**src/rtl/dcache_2way_wb.sv**
```systemverilog
// dcache_2way_wb: 2-way set-associative write-back write-allocate data cache with a word-serial memory port
module dcache_2way_wb #(
  parameter int ADDR_W = 10,
  parameter int DATA_W = 32,
  parameter int NUM_SETS = 8,
  parameter int WORDS_PER_LINE = 4
) (
  input  logic              clk,
  input  logic              rst,
  input  logic              cpu_rd,
  input  logic              cpu_wr,
  input  logic [ADDR_W-1:0] cpu_addr,
  input  logic [DATA_W-1:0] cpu_wdata,
  output logic [DATA_W-1:0] cpu_rdata,
  output logic              stall,
  output logic              mem_req,
  output logic              mem_we,
  output logic [ADDR_W-1:0] mem_addr,
  output logic [DATA_W-1:0] mem_wdata,
  input  logic [DATA_W-1:0] mem_rdata,
  input  logic              mem_ack
);
  localparam int OFF_W = $clog2(WORDS_PER_LINE);
  localparam int IDX_W = $clog2(NUM_SETS);
  localparam int TAG_W = ADDR_W - 2 - OFF_W - IDX_W;
  typedef enum logic [1:0] {IDLE, WB, REFILL, DONE} state_t;
  state_t state, nxt;
  logic [OFF_W-1:0] cnt, cnt_n, off;
  logic [IDX_W-1:0] idx, idx_q, idx_n;
  logic [TAG_W-1:0] tag, vtag_q, vtag_n, rtag_q, rtag_n;
  logic [1:0] unused_lo;
  logic way_q, way_n, hit0, hit1, hit, req, victim, ack, last, acc_hit, miss, xfer_n;
  logic [TAG_W-1:0] tag_a [2][NUM_SETS];
  logic [DATA_W-1:0] data_a [2][NUM_SETS][WORDS_PER_LINE];
  logic [1:0][NUM_SETS-1:0] vld, dty;
  logic [NUM_SETS-1:0] lru;
  assign {tag, idx, off, unused_lo} = cpu_addr;
  assign req = cpu_rd | cpu_wr;
  assign hit0 = vld[1'b0][idx] && tag_a[1'b0][idx] == tag;
  assign hit1 = vld[1'b1][idx] && tag_a[1'b1][idx] == tag;
  assign hit = hit0 | hit1;
  assign victim = !vld[1'b0][idx] ? 1'b0 : !vld[1'b1][idx] ? 1'b1 : lru[idx];
  assign ack = mem_req & mem_ack;
  assign last = &cnt;
  assign acc_hit = state == IDLE && req && hit;
  assign miss = state == IDLE && req && !hit;
  assign xfer_n = nxt == WB || nxt == REFILL;
  always_comb begin
    nxt = state;
    cnt_n = cnt;
    way_n = way_q;
    idx_n = idx_q;
    vtag_n = vtag_q;
    rtag_n = rtag_q;
    stall = state != IDLE || (req && !hit);
    cpu_rdata = (state == IDLE && cpu_rd && !cpu_wr && hit) ? data_a[hit1][idx][off] : '0;
    if (miss) begin
      way_n = victim;
      idx_n = idx;
      vtag_n = tag_a[victim][idx];
      rtag_n = tag;
      nxt = (vld[victim][idx] && dty[victim][idx]) ? WB : REFILL;
    end
    if ((state == WB || state == REFILL) && ack) begin
      cnt_n = cnt + 1'b1;
      if (last) nxt = state == WB ? REFILL : DONE;
    end
    if (state == DONE) nxt = IDLE;
  end
  always_ff @(posedge clk) begin
    if (rst) begin
      state <= IDLE;
      cnt <= '0;
      way_q <= 1'b0;
      idx_q <= '0;
      vtag_q <= '0;
      rtag_q <= '0;
    end else begin
      state <= nxt;
      cnt <= cnt_n;
      way_q <= way_n;
      idx_q <= idx_n;
      vtag_q <= vtag_n;
      rtag_q <= rtag_n;
    end
  end
  always_ff @(posedge clk) begin
    if (rst) begin
      vld <= '0;
      dty <= '0;
      lru <= '0;
      mem_req <= 1'b0;
      mem_we <= 1'b0;
      mem_addr <= '0;
      mem_wdata <= '0;
    end else begin
      mem_req <= xfer_n;
      mem_we <= nxt == WB;
      mem_addr <= xfer_n ? {nxt == WB ? vtag_n : rtag_n, idx_n, cnt_n, 2'b00} : '0;
      mem_wdata <= nxt == WB ? data_a[way_n][idx_n][cnt_n] : '0;
      if (acc_hit) begin
        lru[idx] <= !hit1;
        if (cpu_wr) dty[hit1][idx] <= 1'b1;
      end
      if (state == REFILL && ack && last) begin
        vld[way_q][idx_q] <= 1'b1;
        dty[way_q][idx_q] <= 1'b0;
        lru[idx_q] <= !way_q;
      end
    end
  end
  always_ff @(posedge clk) begin
    if (acc_hit && cpu_wr) data_a[hit1][idx][off] <= cpu_wdata;
    if (state == REFILL && ack) data_a[way_q][idx_q][cnt] <= mem_rdata;
    if (state == REFILL && ack && last) tag_a[way_q][idx_q] <= rtag_q;
  end
endmodule
```
**config.mk**
```make
export PLATFORM = sky130hd
export DESIGN_NAME = dcache_2way_wb
export DESIGN_NICKNAME = d
export VERILOG_FILES = /design/src/rtl/dcache_2way_wb.sv
export SDC_FILE = /design/constraint.sdc
export NUM_CORES = 2
export LEC_CHECK = 0
export ABC_CLOCK_PERIOD_IN_PS = 7650
export BUFFER_PORTS_ARGS = -buffer_cell sky130_fd_sc_hd__buf_4
export CAP_MARGIN = 5
export CORE_MARGIN = 2
export CORE_UTILIZATION = 55
export CTS_BUF_LIST = sky130_fd_sc_hd__clkbuf_8
export CTS_CLUSTER_DIAMETER = 150
export DETAILED_ROUTE_END_ITERATION = 8
export PLACE_DENSITY = 0.71
export SYNTH_ARGS = -nofsm -noshare
export SYNTH_HDL_FRONTEND = slang
export SYNTH_SLANG_ARGS = --single-unit
```
**constraint.sdc**
```tcl
create_clock -name clk -period 7.65 [get_ports clk]
set_input_delay 0.765 -clock clk [delete_from_list [all_inputs] [get_ports clk]]
set_output_delay 0.765 -clock clk [all_outputs]
set_load 0.01 [all_outputs]
```
==> flow_summary_export.csv <==
group,metric,value,unit
routing,wl,373700,microns
timing,slew_violations,0,
synthesis,syn_avg_cell_area,12.80,sq um
clock_tree,post_cts.resized_instances,0,
timing,holdWs,104.8,ps
worst_setup_path,worst_setup_path_end_kind,"primary output",
worst_setup_path,cp.required,6880,ps
worst_setup_path,worstPathArrival,6260,ps
synthesis,synth_area,102900,sq um
worst_setup_path,startpoint,"cpu_addr[5]",
global_routing,grt_pass1_wl,525500,microns
worst_setup_path,rr_startpoint,"state[0]",
floorplanning,die_w,436.4,microns
routing,routedWlPerCell,33.99,microns
place,dp_hpwl,207100,microns
synthesis,synth_flop_cell,"edfxtp_1",
floorplanning,rows,158,
routing,vias_per_cell,7.103,
worst_setup_path,path_class,"in2out",
synthesis,synth_top_family_by_area,"simple AND/OR/NAND/NOR gates",
synthesis,ys_seq_elements,2192,
clock_tree,cts_tree,"yes",
worst_setup_path,cp_cell_sequence,"clkbuf_8, nor2_1, a22oi_1, and3_1, o221ai_2, nand2b_4, buf_12, buf_4, mux4_2, mux2_2, o22ai_1, a221oi_1, nor2_1, nor4_1, buf_4, buf_4",
worst_setup_path,cpPeakStageDelay,940,ps
finish,multi_input_area,35360,sq um
routing,ant_nets,0,
synthesis,netlist_instances,8035,
finish,post_route_cells_drive_above_1_share,0.1705,
synthesis,synthAdderAreaFrac,0.001216,
worst_setup_path,crit_end,"cpu_rdata[12]",
routing,drc_errors,0,
clock_tree,cts_buffer_depth,4,
timing,timing.fmax,142.4,MHz
timing,fin_worst_skew,82.24,ps
synthesis,yosys-mux-area-fraction,0.1271,
timing,slew_headroom,0.07553,
timing,worst_slack,626.6,ps
synthesis,synthXorXnorAreaFrac,0.0004258,
worst_setup_path,critPathMaxFanout,50,
synthesis,ys_seq_area_frac,0.6306,
worst_setup_path,rr_worst_depth,14,
routing,vias,78090,
clock_tree,clkLatencyLatePin,1120,ps
finish,n_fill_cell,13710,
finish,regArea,64860,sq um
floorplanning,pin_count,156,
worst_setup_path,slowest_stage,"nor4_1",
worst_setup_path,rrSetupSlack,2110,ps
place,dp_slack,897.5,ps
pwr,leakage,40.82,nW
finish,final_area,114300,sq um
floorplanning,start_util,0.5541,
synthesis,yosys.area.top_type,"edfxtp_1",
finish,final_nets,8318,
clock_tree,cts_buffers,366,
synthesis,ys_types,86,
timing,hold_violations,0,
routing,dr.pass1.iters,9,
worst_hold_path,holdCritPathClass,"in2reg",
routing,drtIter0Drc,14360,
clock_tree,cts_root_buf,"clkbuf_8",
timing,timing.final.crit_share,0.9181,
worst_setup_path,r2r_end,"data_a[1][491]",
timing,tightest_slew,1376,ps
global_routing,grt_start_max_net_pins,129,
global_routing,grt-ovfl-total,0,
timing,finalSetupViolations,0,
floorplanning,die_area,190500,sq um
pwr,power.density,220.2,nW/um^2
flow_run,maxCapViolations,0,
clock_tree,clk_pin_slew_worst_paths,60,ps
global_routing,grt.total_usage,0.3853,
global_routing,antenna_found_initial,17,
synthesis,synth_area_leaders,"edfxtp_1, nand2_1, mux4_2",
synthesis,synthSimpleGateAreaFrac,0.1457,
synthesis,async_flop_share,0,
clock_tree,cts_max_level,5,
synthesis,synth_edf_count,2096,
synthesis,synth_compound_area_frac,0.06200,
finish,final_core_util,0.6160,
clock_tree,cts.sinks,2192,
finish,area_delta_synth_final,11.17,%
timing,rsz0062_at_grt,"no",
timing,min_period,7023,ps
worst_setup_path,path_common_cell,"buf_4",
place,gp_congestion,0.9250,
synthesis,synth_top_area_frac,0.6119,
pwr,peakVddDrop,0.2188,mV
place,portBuffers,151,
global_routing,grt_pass1_vias,74860,
timing,finalSetupTns,0,ps
floorplanning,fp.dieH,436.4,microns
outcome,status,"finished clean",
floorplanning,core-area,185600,sq um
place,placedInstanceArea,107700,sq um
synthesis,ys_warn_count,0,
worst_setup_path,startpoint_type,"input port",
-- repair_timing --
item	in CTS	in global routing
hold buffers	2	0
setup buffers	0	0
hold endpoints to repair	2	0
-- power by group --
group	internal, mW	leakage [nW]	switching [mW]
Clock	4.95	3.85	4.78
Combinational	0.520	17.4	1.55
Sequential	13.4	19.6	0.0174
-- Yosys cell counts (7+ instances only) --
master,instances
dfxtp_1,96
nor2b_1,31
o22ai_1,49
o21ai_0,37
a32o_1,37
nor3_1,31
mux2_2,98
o2111ai_1,31
a211o_1,10
a21oi_1,60
o22a_1,7
clkbuf_1,300
a31oi_1,123
inv_1,9
and2_1,12
buf_8,17
nand3_1,815
buf_2,197
nand4_1,196
nand2b_1,10
nor2_1,191
edfxtp_1,2096
and3_1,13
a211oi_1,18
mux2i_1,446
buf_1,42
o211ai_1,15
a22oi_1,14
a221oi_1,18
a21o_1,30
buf_6,29
mux4_2,326
nor4_1,35
buf_4,48
o21ai_1,12
o221ai_1,35
nand2_1,2106
a32oi_1,295
ha_1,10
-- flip-flops by register name, indices dropped and copies added (netlist names), 3 cells and up --
signal	flops
data_a	2048
vtag_q	3
rtag_q	3
lru	8
tag_a	48
dty	16
vld	16
mem_wdata	32
idx_q	3
mem_addr	8
-- cell type report --
type                       instances  share of cell area
clock inverter                   255             0.01115
antenna                           11           0.0002407
clock buffer                     387             0.04658
timing repair buffer             466             0.03812
sequential                      2192              0.5672
tap                             2480             0.02714
inverter                          10           0.0003283
multi-input combinational       5193              0.3092
-- worst min-delay path by stage --
stage,start,to,slack (ps),cells after the start
final,cpu_addr[8],rtag_q[1],100,5
after global routing,cpu_addr[8],rtag_q[1],110,5
after CTS,cpu_addr[8],rtag_q[1],50,5
after detailed placement,vld[13],vld[13],460,2
after global placement,vld[13],vld[13],450,2
after floorplan,vld[12],vld[12],440,2
-- kinds of logic after synthesis --
kind of cell	Yosys count
adders and majority gates	10
DFF	2192
xor gates and xnor gates	5
AOI/OAI and AO/OA	825
and+or+nand+nor	3473
buffers and inverters	651
muxes	878
other	1
-- worst max-delay path, delay by kind of cell --
kind	cells	cell delay, ps
compound gates	4	950
buf+inv	5	1310
mux	2	430
simple gates	5	2700
-- metal layers --
layer,track usage,share of wire,vias to the layer above
li1,-,-,31180
met1,0.4838,0.33,37810
met2,0.5618,0.43,7319
met3,0.1365,0.16,1760
met4,0.2627,0.081,14
met5,0,0.00071,-
-- metrics by stage --
stage / power [mW] / std cells
after floorplan: 14.70 / 8036
after global placement: 15.55 / 10340
after detailed placement: 15.60 / 10340
after CTS: 25.06 / 10980
after global routing: 25.70 / 10980
final: 25.18 / 10990
-- cells in the final DEF, fill, tap and decap left out, drive strengths merged, types with 100 or more instances in the layout --
cell	instances
mux4	329
nand3	817
mux2	100
a31oi	123
clkinv	111
edfxtp	2096
nand2	2107
nand4	196
buf	463
clkbuf	388
mux2i	449
inv	136
a32oi	295
nor2	193
Note: power is estimated with default switching activity, not from simulation.
